`config.mk`:
```
export PLATFORM = sky130hd
export DESIGN_NAME = time_set_ctrl
export DESIGN_NICKNAME = d
export VERILOG_FILES = /design/src/rtl/time_set_pkg.sv /design/src/rtl/key_debounce.sv /design/src/rtl/time_set_ctrl.sv
export SDC_FILE = /design/constraint.sdc
export NUM_CORES = 1
export LEC_CHECK = 0
export CORE_ASPECT_RATIO = 1.5
export CORE_UTILIZATION = 27
export CTS_CLUSTER_SIZE = 28
export DETAILED_ROUTE_END_ITERATION = 12
export MAX_ROUTING_LAYER = met4
export SYNTH_ARGS = -nofsm -noshare
export SYNTH_HDL_FRONTEND = slang
export SYNTH_HIERARCHICAL = 1
export SYNTH_SLANG_ARGS = --single-unit
```
`constraint.sdc`:
```
create_clock -name clk -period 2.25 [get_ports clk]
set_input_delay 0.45 -clock clk [delete_from_list [all_inputs] [get_ports clk]]
set_output_delay 0.45 -clock clk [all_outputs]
set_load 0.05 [all_outputs]
```
`src/rtl/time_set_pkg.sv`:
```
// Shared types and display constants for the time-set controller.
package time_set_pkg;

  typedef enum logic [1:0] {
    ST_RUN     = 2'd0,
    ST_SET_HR  = 2'd1,
    ST_SET_MIN = 2'd2,
    ST_SET_SEC = 2'd3
  } state_e;

  localparam logic [1:0] FIELD_NONE = 2'b00;
  localparam logic [1:0] FIELD_HR   = 2'b01;
  localparam logic [1:0] FIELD_MIN  = 2'b10;
  localparam logic [1:0] FIELD_SEC  = 2'b11;

  localparam logic [7:0] LED_RUN     = 8'b0111_1111;
  localparam logic [7:0] LED_SET_HR  = 8'b1011_1111;
  localparam logic [7:0] LED_SET_MIN = 8'b1101_1111;
  localparam logic [7:0] LED_SET_SEC = 8'b1110_1111;

  localparam logic [7:0] BLANK_NONE = 8'h00;
  localparam logic [7:0] BLANK_HR   = 8'h03;
  localparam logic [7:0] BLANK_MIN  = 8'h18;
  localparam logic [7:0] BLANK_SEC  = 8'hC0;

  function automatic state_e next_mode(input state_e s);
    case (s)
      ST_RUN:     return ST_SET_HR;
      ST_SET_HR:  return ST_SET_MIN;
      ST_SET_MIN: return ST_SET_SEC;
      default:    return ST_RUN;
    endcase
  endfunction

  function automatic logic [1:0] field_of(input state_e s);
    case (s)
      ST_SET_HR:  return FIELD_HR;
      ST_SET_MIN: return FIELD_MIN;
      ST_SET_SEC: return FIELD_SEC;
      default:    return FIELD_NONE;
    endcase
  endfunction

  function automatic logic [7:0] led_of(input state_e s);
    case (s)
      ST_SET_HR:  return LED_SET_HR;
      ST_SET_MIN: return LED_SET_MIN;
      ST_SET_SEC: return LED_SET_SEC;
      default:    return LED_RUN;
    endcase
  endfunction

  function automatic logic [7:0] blank_of(input state_e s);
    case (s)
      ST_SET_HR:  return BLANK_HR;
      ST_SET_MIN: return BLANK_MIN;
      ST_SET_SEC: return BLANK_SEC;
      default:    return BLANK_NONE;
    endcase
  endfunction

  function automatic int max3(input int a, input int b, input int c);
    int m;
    m = (a > b) ? a : b;
    return (m > c) ? m : c;
  endfunction

endpackage

```
`src/rtl/key_debounce.sv`:
```
// Two-flop synchronizer plus stable-level filter for one active-low push-button.
// press_o pulses for one cycle, the cycle after a debounced 1->0 is accepted.
module key_debounce #(
  parameter int DB_CYCLES = 500000
) (
  input  logic clk,
  input  logic rst,
  input  logic key_n_i,
  output logic level_o,
  output logic press_o
);

  localparam int CW = $clog2(DB_CYCLES + 1);
  localparam logic [CW-1:0] CNT_LAST = CW'(DB_CYCLES - 1);

  logic          sync1_q, sync2_q;
  logic          level_q, prev_q, press_q, armed_q;
  logic [CW-1:0] cnt_q;

  // A key must be seen released for a full filter window after reset before
  // presses count, so a button held through reset never fires.
  always_ff @(posedge clk) begin
    if (rst) begin
      sync1_q <= 1'b1;
      sync2_q <= 1'b1;
      level_q <= 1'b1;
      prev_q  <= 1'b1;
      press_q <= 1'b0;
      armed_q <= 1'b0;
      cnt_q   <= '0;
    end else begin
      sync1_q <= key_n_i;
      sync2_q <= sync1_q;
      prev_q  <= level_q;
      press_q <= prev_q & ~level_q;
      if (!armed_q) begin
        if (!sync2_q) begin
          cnt_q <= '0;
        end else if (cnt_q == CNT_LAST) begin
          armed_q <= 1'b1;
          cnt_q   <= '0;
        end else begin
          cnt_q <= cnt_q + CW'(1);
        end
      end else if (sync2_q == level_q) begin
        cnt_q <= '0;
      end else if (cnt_q == CNT_LAST) begin
        level_q <= sync2_q;
        cnt_q   <= '0;
      end else begin
        cnt_q <= cnt_q + CW'(1);
      end
    end
  end

  assign level_o = level_q;
  assign press_o = press_q;

endmodule

```
`src/rtl/time_set_ctrl.sv`:
```
// Clock time-set controller: mode/up/down keys, blinking field, idle timeout.
// Define TIME_SET_AUTOREPEAT_EN to add hold-to-repeat on the up/down keys.
module time_set_ctrl
  import time_set_pkg::*;
#(
  parameter int DB_CYCLES        = 500000,
  parameter int RPT_DELAY_CYCLES = 25000000,
  parameter int RPT_RATE_CYCLES  = 5000000,
  parameter int BLINK_CYCLES     = 12500000,
  parameter int TIMEOUT_TICKS    = 30
) (
  input  logic       clk,
  input  logic       rst,
  input  logic       key_mode,
  input  logic       key_up,
  input  logic       key_down,
  input  logic       tick_1hz,
  output logic       run_en,
  output logic [1:0] field_sel,
  output logic       inc_pulse,
  output logic       dec_pulse,
  output logic [7:0] blank_mask,
  output logic [7:0] mode_led
);

  // Blink and repeat timers share one width sized for the longest interval.
  localparam int TMR_W  = $clog2(max3(BLINK_CYCLES, RPT_DELAY_CYCLES, RPT_RATE_CYCLES) + 1);
  localparam int IDLE_W = $clog2(TIMEOUT_TICKS + 1);
  localparam logic [TMR_W-1:0]  BLINK_LAST = TMR_W'(BLINK_CYCLES - 1);
  localparam logic [IDLE_W-1:0] IDLE_LAST  = IDLE_W'(TIMEOUT_TICKS - 1);

  logic mode_level, mode_press, up_level, up_press, dn_level, dn_press;

  key_debounce #(.DB_CYCLES(DB_CYCLES)) u_db_mode (
    .clk(clk), .rst(rst), .key_n_i(key_mode), .level_o(mode_level), .press_o(mode_press)
  );
  key_debounce #(.DB_CYCLES(DB_CYCLES)) u_db_up (
    .clk(clk), .rst(rst), .key_n_i(key_up), .level_o(up_level), .press_o(up_press)
  );
  key_debounce #(.DB_CYCLES(DB_CYCLES)) u_db_down (
    .clk(clk), .rst(rst), .key_n_i(key_down), .level_o(dn_level), .press_o(dn_press)
  );

  state_e              state_q, state_d;
  logic                run_en_q, inc_q, dec_q, inc_d, dec_d;
  logic [1:0]          field_q;
  logic [7:0]          blank_q, led_q;
  logic                blink_q, blink_d;
  logic [TMR_W-1:0]    blink_cnt_q, blink_cnt_d;
  logic [IDLE_W-1:0]   idle_q, idle_d;
  logic                up_blk_q, up_blk_d, dn_blk_q, dn_blk_d;
  logic                entered;

  logic in_set, both_low, adj_ok, key_active, timeout;
  logic rpt_up, rpt_dn;

  assign in_set     = (state_q != ST_RUN);
  assign both_low   = ~up_level & ~dn_level;
  assign adj_ok     = in_set & ~mode_press & ~both_low;
  // A held key also counts as user activity, so auto-repeat never times out.
  assign key_active = mode_press | up_press | dn_press | ~mode_level | ~up_level | ~dn_level;
  assign timeout    = in_set & tick_1hz & ~key_active & (idle_q == IDLE_LAST);

`ifdef TIME_SET_AUTOREPEAT_EN
  localparam logic [TMR_W-1:0] DELAY_LAST = TMR_W'(RPT_DELAY_CYCLES - 1);
  localparam logic [TMR_W-1:0] RATE_LAST  = TMR_W'(RPT_RATE_CYCLES - 1);

  logic [TMR_W-1:0] rpt_cnt_q, rpt_cnt_d;
  logic             rpt_rate_q, rpt_rate_d;
  logic             up_held, dn_held;

  assign up_held = ~up_level & ~up_blk_q;
  assign dn_held = ~dn_level & ~dn_blk_q;

  always_comb begin
    rpt_cnt_d  = rpt_cnt_q;
    rpt_rate_d = rpt_rate_q;
    rpt_up     = 1'b0;
    rpt_dn     = 1'b0;
    if (!adj_ok || !(up_held || dn_held) || up_press || dn_press) begin
      rpt_cnt_d  = '0;
      rpt_rate_d = 1'b0;
    end else if (rpt_cnt_q == (rpt_rate_q ? RATE_LAST : DELAY_LAST)) begin
      rpt_cnt_d  = '0;
      rpt_rate_d = 1'b1;
      rpt_up     = up_held;
      rpt_dn     = dn_held;
    end else begin
      rpt_cnt_d = rpt_cnt_q + TMR_W'(1);
    end
  end

  always_ff @(posedge clk) begin
    if (rst) begin
      rpt_cnt_q  <= '0;
      rpt_rate_q <= 1'b0;
    end else begin
      rpt_cnt_q  <= rpt_cnt_d;
      rpt_rate_q <= rpt_rate_d;
    end
  end
`else
  assign rpt_up = 1'b0;
  assign rpt_dn = 1'b0;
`endif

  // NOTE: every signal written here gets a default first, otherwise an
  // unassigned path infers a latch; combinational blocks use blocking '='.
  always_comb begin
    state_d = state_q;
    if (mode_press) begin
      state_d = next_mode(state_q);
    end else if (timeout) begin
      state_d = ST_RUN;
    end
    entered = (state_d != state_q);

    up_blk_d = up_blk_q & ~up_level;
    dn_blk_d = dn_blk_q & ~dn_level;
    if (mode_press) begin
      up_blk_d = ~up_level;
      dn_blk_d = ~dn_level;
    end

    inc_d = adj_ok & ((up_press & ~up_blk_q) | rpt_up);
    dec_d = adj_ok & ((dn_press & ~dn_blk_q) | rpt_dn);

    idle_d = idle_q;
    if (entered || key_active || !in_set) begin
      idle_d = '0;
    end else if (tick_1hz) begin
      idle_d = idle_q + IDLE_W'(1);
    end

    blink_d     = blink_q;
    blink_cnt_d = blink_cnt_q;
    if (entered || inc_d || dec_d || state_d == ST_RUN) begin
      blink_d     = 1'b1;
      blink_cnt_d = '0;
    end else if (blink_cnt_q == BLINK_LAST) begin
      blink_d     = ~blink_q;
      blink_cnt_d = '0;
    end else begin
      blink_cnt_d = blink_cnt_q + TMR_W'(1);
    end
  end

  // NOTE: sequential state uses non-blocking '<=' so all registers update together.
  always_ff @(posedge clk) begin
    if (rst) begin
      state_q     <= ST_RUN;
      run_en_q    <= 1'b1;
      field_q     <= FIELD_NONE;
      led_q       <= LED_RUN;
      blank_q     <= BLANK_NONE;
      inc_q       <= 1'b0;
      dec_q       <= 1'b0;
      blink_q     <= 1'b1;
      blink_cnt_q <= '0;
      idle_q      <= '0;
      up_blk_q    <= 1'b0;
      dn_blk_q    <= 1'b0;
    end else begin
      state_q     <= state_d;
      run_en_q    <= (state_d == ST_RUN);
      field_q     <= field_of(state_d);
      led_q       <= led_of(state_d);
      blank_q     <= (state_d != ST_RUN && !blink_d) ? blank_of(state_d) : BLANK_NONE;
      inc_q       <= inc_d;
      dec_q       <= dec_d;
      blink_q     <= blink_d;
      blink_cnt_q <= blink_cnt_d;
      idle_q      <= idle_d;
      up_blk_q    <= up_blk_d;
      dn_blk_q    <= dn_blk_d;
    end
  end

  assign run_en     = run_en_q;
  assign field_sel  = field_q;
  assign inc_pulse  = inc_q;
  assign dec_pulse  = dec_q;
  assign blank_mask = blank_q;
  assign mode_led   = led_q;

endmodule

```
==> impl_results.rst, run 1 <==
.. list-table::
   :header-rows: 1

   * - Metric
     - Value
   * - Status
     - completed
   * - Hold Vio Cnt, Final
     - 0
   * - Critical Path Start Type
     - flip-flop
   * - Post-synth ARST share
     - 0%
   * - Pin count of the biggest net entering global routing
     - 18
   * - Core Region
     - 19790 um2
   * - Max-slew violations
     - 0
   * - Post-synthesis compound-gate area fraction
     - 6.177%
   * - First-iteration detailed-routing DRC count
     - 184
   * - Count of port buffers added during placement
     - 20
   * - Most common flop cell mapped by yosys
     - dfxtp_1
   * - Arrival time at the worst endpoint
     - 1.67 ns
   * - Max frequency
     - 0.4726 GHz
   * - Total overflow reported by the global router
     - 0
   * - Post-synth EDFFs
     - 0
   * - # diodes
     - 0
   * - Largest fanout of any net on the critical path
     - 5
   * - Hold WC Path Type
     - reg2reg
   * - Via count of the first global-routing pass
     - 3879
   * - CTS HTree Levels
     - 4
   * - Fin Setup TNS
     - 0 ns
   * - CP Capture Type
     - output port
   * - Clk Latency, worst-skew pair
     - 0.41 ns
   * - Worst Max-Slew Pin Slew
     - 0.5066 ns
   * - FILL cells
     - 2006
   * - Count of yosys warnings during synthesis
     - 6
   * - Worst VDD drop
     - 429.8 uV
   * - Share of post-route cells with drive strength above 1
     - 12.12%
   * - Area share of the largest cell type after synthesis
     - 44.45%
   * - Final min period
     - 2.116 ns
   * - Worst Setup Path Type
     - reg2out
   * - Wire length of the first global-routing pass
     - 17880 um
   * - Routed wire per std cell
     - 11.53 um
   * - Vias per cell
     - 4.591
   * - Final wirelength
     - 10230 um
   * - Boundary pin count
     - 27
   * - Fraction of synthesized area in multiplexers
     - 0%
   * - Die boundary height
     - 176.0 um
   * - Most frequent standard cell in the layout excluding fill and tap cells
     - dfxtp_1
   * - Most frequent cells in the layout
     - dfxtp_1 (121), nor2_1 (107), xnor2_1 (41)
   * - Instance area after placement
     - 5817 um2
   * - Final HPWL DP
     - 7093 um
   * - Clk slew on worst S/H paths
     - 0.05 ns
   * - Period Utilization, post-route
     - 94.04%
   * - Library cell with the largest summed area after synthesis
     - dfxtp_1
   * - Area of the mapped netlist
     - 5449 um2
   * - Antenna violations before repair
     - 0
   * - DRC violations left
     - 0
   * - Initial core utilization
     - 27.54%
   * - Total CTS buffers
     - 17
   * - Synthesized-area fraction occupied by xor and xnor cells
     - 11.71%
   * - Die Width
     - 118.0 um
   * - Clock tree skew after final layout
     - 0.01232 ns
   * - Layout overhead on the synthesized area
     - 18.48%
   * - Synth area leaders
     - dfxtp_1 (44%), nor2_1 (7.4%), xnor2_1 (6.6%), xor2_1 (4.8%), nand4_1 (2.8%)
   * - Final setup violation count
     - 0
   * - Row count
     - 63
   * - Flops & latches, synth
     - 121
   * - Number of buffers on the longest clock path
     - 2
   * - Critical Path RT
     - 1.80 ns
   * - Post-synth cell types
     - 55
   * - Number of post-CTS setup repair buffers
     - 0
   * - Simple-Gate Fraction of Synth Area
     - 30.03%
   * - Post-route cell area
     - 6456 um2
   * - Tightest slew margin relative to the limit
     - 66.12%
   * - Cell Pwr Density
     - 800.8 nW/um2
   * - Detailed Routing Iterations Pass 1
     - 6
   * - Net count, final
     - 628
   * - Adder and majority cell fraction of the synthesized area
     - 1.837%
   * - Main combinational cell family by area after synthesis
     - simple AND/OR/NAND/NOR gates
   * - Total vias in the final route
     - 4072
   * - Root Driver
     - clkbuf_16
   * - Die area
     - 20770 um2
   * - Sequential area share after synthesis
     - 44.45%
   * - Number of nets with antenna violations after routing
     - 0
   * - Number of instances in the synthesized netlist
     - 591
   * - Setup repair after global routing missed its margin
     - no
   * - Sinks on Clock Net
     - 121
   * - GPL Wtd Cong
     - 0.7703
   * - TritonCTS clock tree
     - yes
   * - Post_cts resized
     - 0
   * - Leakage component of the power
     - 0.002235 uW
   * - Total Routing Usage GR
     - 10.95%
   * - Max-cap check violation count
     - 0
   * - CTS hold repair buffers
     - 0
   * - Mapped Avg Cell Area
     - 9.220 um2
registers in the layout (all words and copies together) (netlist names), 2 cells and up:
name / count
u_db_mode/cnt_q: 19
u_db_down/cnt_q: 19
state_q: 2
u_db_up/cnt_q: 19
idle_q: 5
mode_led: 4
blank_mask: 3
blink_cnt_q: 25
final timing paths:
| check | startpoint | end | slack [ns] | cells after the start |
|---|---|---|---|---|
| hold / removal | u_db_mode/prev_q | u_db_mode/press_o | 0.41 | 2 |
| setup / recovery | state_q[0] | field_sel[0] | 0.13 | 2 |
| hold reg to reg | u_db_mode/prev_q | u_db_mode/press_o | 0.41 | 2 |
| setup reg to reg | state_q[0] | blink_cnt_q[23] | 0.31 | 9 |
through the flow:
step / power (uW) / setup slack, ns / hold slack [ns] / utilization, % / std cells
final: 5170 / 0.1341 / 0.4055 / 32.63 / 887
after global routing: 5344 / 0.06430 / 0.4165 / 32.63 / 887
after CTS: 5238 / 0.09488 / 0.4081 / 32.63 / 887
after detailed placement: 2328 / 0.1015 / 0.3988 / 29.40 / 855
after global placement: 2326 / 0.1403 / 0.3927 / 29.40 / 855
after floorplan: 2313 / 0.4567 / 0.3895 / - / 595
worst max-delay path, cell delays in order (launching register included):
cell and delay (ns):
dfxtp_1 0.32, buf_4 0.14, clkdlybuf4s50_1 0.80
where the power goes:
| group | internal (uW) | total [uW] | switching, uW |
|---|---|---|---|
| clock | 1940 | 2890 | 950 |
| sequential | 2160 | 2180 | 14.1 |
| combinational | 35.0 | 103 | 68.5 |
cells by family (layout without fill, tap and decap cells):
group / after synthesis / count (layout)
buffers and inverters: 45 / 77
adders and majority gates: 8 / 8
AOI/OAI and AO/OA: 48 / 48
and+or+nand+nor: 295 / 295
other: 2 / 6
xor gates and xnor gates: 72 / 72
DFF: 121 / 121
area by class of cell:
class / instances / area (um2) / area share [%]
flip-flops and latches: 121 / 2422 / 37.52
repair buffers: 31 / 282.8 / 4.380
multi-input cells: 429 / 2734 / 42.34
inverters: 14 / 52.55 / 0.8140
clock inverters: 11 / 168.9 / 2.616
clock buffers: 21 / 470.5 / 7.287
well taps: 260 / 325.3 / 5.039
synth_stat cells (5+ instances only):
| cell type | instances |
|---|---|
| buf_6 | 10 |
| nor4b_1 | 8 |
| or2_2 | 9 |
| buf_4 | 16 |
| nand2_1 | 34 |
| nor3_1 | 21 |
| nand3_1 | 24 |
| dfxtp_1 | 121 |
| nand4_1 | 24 |
| a21o_1 | 5 |
| xnor2_1 | 41 |
| xor2_1 | 30 |
| nor4_1 | 9 |
| a21oi_1 | 11 |
| ha_1 | 8 |
| nor2_1 | 107 |
| and3_1 | 11 |
| inv_1 | 14 |
| o21ai_0 | 5 |
routing by layer:
metal / GRT usage [%] / wire length, um / up-vias
met5: - / 0 / -
met4: 5.021 / 156 / 0
met3: 2.649 / 270 / 12
met2: 19.61 / 5358 / 62
met1: 11.24 / 4446 / 1906
li1: - / - / 2092
(Power assumes the default switching activity.)
==> run 2: changes to the inputs <==
- CORE_UTILIZATION: 27 -> 55
- PLACE_DENSITY: not set -> 0.74
- RECOVER_POWER: not set -> 25
==> run 2 against run 1 <==
  * First-iteration DRC count is 15% lower
  * Sequential share of layout area is 1.7 points higher
  * Via count is 0.42% lower
  * Final cell count is 17% lower
  * Design area is 4.3% lower
  * Flip-flop and latch count stayed put
  * Clock power is 8.7% lower
  * Core utilization is 31 points higher
  * Routed wire length is 6.1% lower
  * Power is 4.8% lower
  * Critical path depth is 1 lower
  * Largest cell class unchanged
  * Highest routed layer unchanged
==> impl_results.rst, run 2 (synthesized netlist as in run 1, its figures left out) <==
.. list-table::
   :header-rows: 1

   * - Metric
     - Value
   * - Status
     - completed
   * - Total vias in the final route
     - 4055
   * - TritonCTS clock tree
     - yes
   * - Clk slew on worst S/H paths
     - 0.05 ns
   * - Count of port buffers added during placement
     - 20
   * - Hold Vio Cnt, Final
     - 0
   * - Die area
     - 10320 um2
   * - Number of post-CTS setup repair buffers
     - 0
   * - Number of placed cells counting well taps
     - 702
   * - Count of placed standard cells in the final layout, fillers left out
     - 734
   * - Max reg flops
     - 25
   * - Die Width
     - 83.27 um
   * - Row count
     - 44
   * - Worst Max-Slew Pin Slew
     - 0.6064 ns
   * - GRT met2 Usage
     - 36.37%
   * - Most frequent standard cell in the layout excluding fill and tap cells
     - dfxtp_1
   * - Die boundary height
     - 123.9 um
   * - Leakage component of the power
     - 0.002184 uW
   * - Category of cells accounting for the largest share of critical-path delay
     - buffers and inverters
   * - Highest-utilization routing layer at the global route stage
     - met2
   * - First-iteration detailed-routing DRC count
     - 156
   * - Root Driver
     - clkbuf_16
   * - Pin count of the biggest net entering global routing
     - 31
   * - Number of nets with antenna violations after routing
     - 0
   * - Routed wire per std cell
     - 13.08 um
   * - Met1 track utilization from global routing
     - 22.91%
   * - Max frequency
     - 0.4655 GHz
   * - Core Region
     - 9634 um2
   * - Detailed Routing Iterations Pass 1
     - 5
   * - Longest individual stage delay on the worst path
     - 0.88 ns
   * - Most flops, register
     - blink_cnt_q
   * - DP Worst Slack
     - -0.005429 ns
   * - Share of post-route cells with drive strength above 1
     - 10.02%
   * - Boundary pin count
     - 27
   * - Most frequent cells in the layout
     - dfxtp_1 (121), nor2_1 (107), xnor2_1 (41)
   * - CP Capture Type
     - output port
   * - Vias per cell
     - 5.525
   * - Final min period
     - 2.148 ns
   * - Cell Chain, Critical Path
     - clkdlybuf4s50_1
   * - Count of buffer and inverter cells on the critical path
     - 1
   * - Max-slew violations
     - 0
   * - Min-Delay Endpoint
     - u_db_down/sync2_q
   * - Total Routing Usage GR
     - 20.99%
   * - Global Route met3 Usage
     - 4.440%
   * - Hold path startpoint
     - u_db_down/sync1_q
   * - Max-cap check violation count
     - 0
   * - Slack of the worst reg-to-reg path
     - 0.23 ns
   * - Critical Path RT
     - 1.80 ns
   * - CTS HTree Levels
     - 4
   * - Final setup violation count
     - 0
   * - Layout overhead on the synthesized area
     - 13.34%
   * - Period Utilization, post-route
     - 95.48%
   * - CTS hold repair buffers
     - 0
   * - PnR worst setup slack
     - 0.1016 ns
   * - Total overflow reported by the global router
     - 0
   * - Worst Setup Path Type
     - reg2out
   * - Endpoint of the most critical register-to-register path
     - blank_mask[6]
   * - Setup repair after global routing missed its margin
     - no
   * - GPL Wtd Cong
     - 0.8471
   * - Arrival time at the worst endpoint
     - 1.70 ns
   * - # diodes
     - 0
   * - FILL cells
     - 796
   * - Number of buffers on the longest clock path
     - 2
   * - Largest fanout of any net on the critical path
     - 6
   * - Cell Pwr Density
     - 797.1 nW/um2
   * - Min-Delay Path Depth
     - 1
   * - Clk Latency, worst-skew pair
     - 0.41 ns
   * - Final wirelength
     - 9604 um
   * - Worst VDD drop
     - 733.5 uV
   * - Via count of the first global-routing pass
     - 3894
   * - Total CTS buffers
     - 17
   * - Slowest CP cell
     - clkdlybuf4s50_1
   * - Critical Path Start Type
     - flip-flop
   * - Total area of multi-input combinational cells
     - 2724 um2
   * - DRC violations left
     - 0
   * - Sinks on Clock Net
     - 121
   * - Tightest slew margin relative to the limit
     - 58.53%
   * - Area of all sequential standard cells
     - 2422 um2
   * - Antenna violations before repair
     - 0
   * - Worst reg-to-reg path cell count
     - 7
   * - Net count, final
     - 620
   * - Post_cts resized
     - 0
   * - Final HPWL DP
     - 6505 um
   * - Wire length of the first global-routing pass
     - 16900 um
   * - Clock tree skew after final layout
     - 0.007892 ns
   * - Initial core utilization
     - 56.56%
   * - Hold WC Path Type
     - reg2reg
   * - Startpoint of the most critical register-to-register path
     - state_q[0]
run 2: cell type report:
cell class / count / area share, %
multi-input combinational: 429 / 44.10
inverter: 14 / 0.8509
clock buffer: 25 / 8.023
clock inverter: 7 / 1.459
sequential: 121 / 39.22
tap: 115 / 2.330
timing repair buffer: 23 / 4.011
run 2: worst max path at each step:
stage / start / end / cells after the start / slack, ns
floorplan: state_q[0] / blink_cnt_q[20] / 8 / 0.46
global placement: tick_1hz / blank_mask[6] / 6 / 0.14
detailed placement: tick_1hz / blank_mask[6] / 6 / -0.005
CTS: state_q[0] / field_sel[0] / 1 / 0.08
global route: state_q[1] / blank_mask[4] / 7 / 0.03
finish: state_q[0] / field_sel[0] / 1 / 0.10
run 2: metrics by stage:
step	hold WS, ns	TNS [ns]	total power [uW]	utilization (%)	instance area, um2
after floorplan	0.3895	0	2313	-	5464
after global placement	0.3953	0	2323	58.13	5600
after detailed placement	0.3923	-0.005429	2329	58.13	5600
after CTS	0.4041	0	4971	64.21	6186
after global routing	0.4137	0	5072	64.10	6176
final	0.4046	0	4923	64.10	6176
run 2: report_power, final:
| part | internal [uW] | switching, uW | leakage (uW) | total [uW] |
|---|---|---|---|---|
| registers | 2160 | 15.4 | 0.000978 | 2180 |
| logic | 35.8 | 67.0 | 0.000923 | 103 |
| clock network | 1740 | 901 | 0.000283 | 2640 |
| total | 3940 | 983 | 0.00218 | 4920 |
run 2: per-layer routing:
metal	vias up	wire length, um
met2	56	4861
met3	15	289
met4	0	157
met5	-	0
met1	1914	4296
li1	2070	-
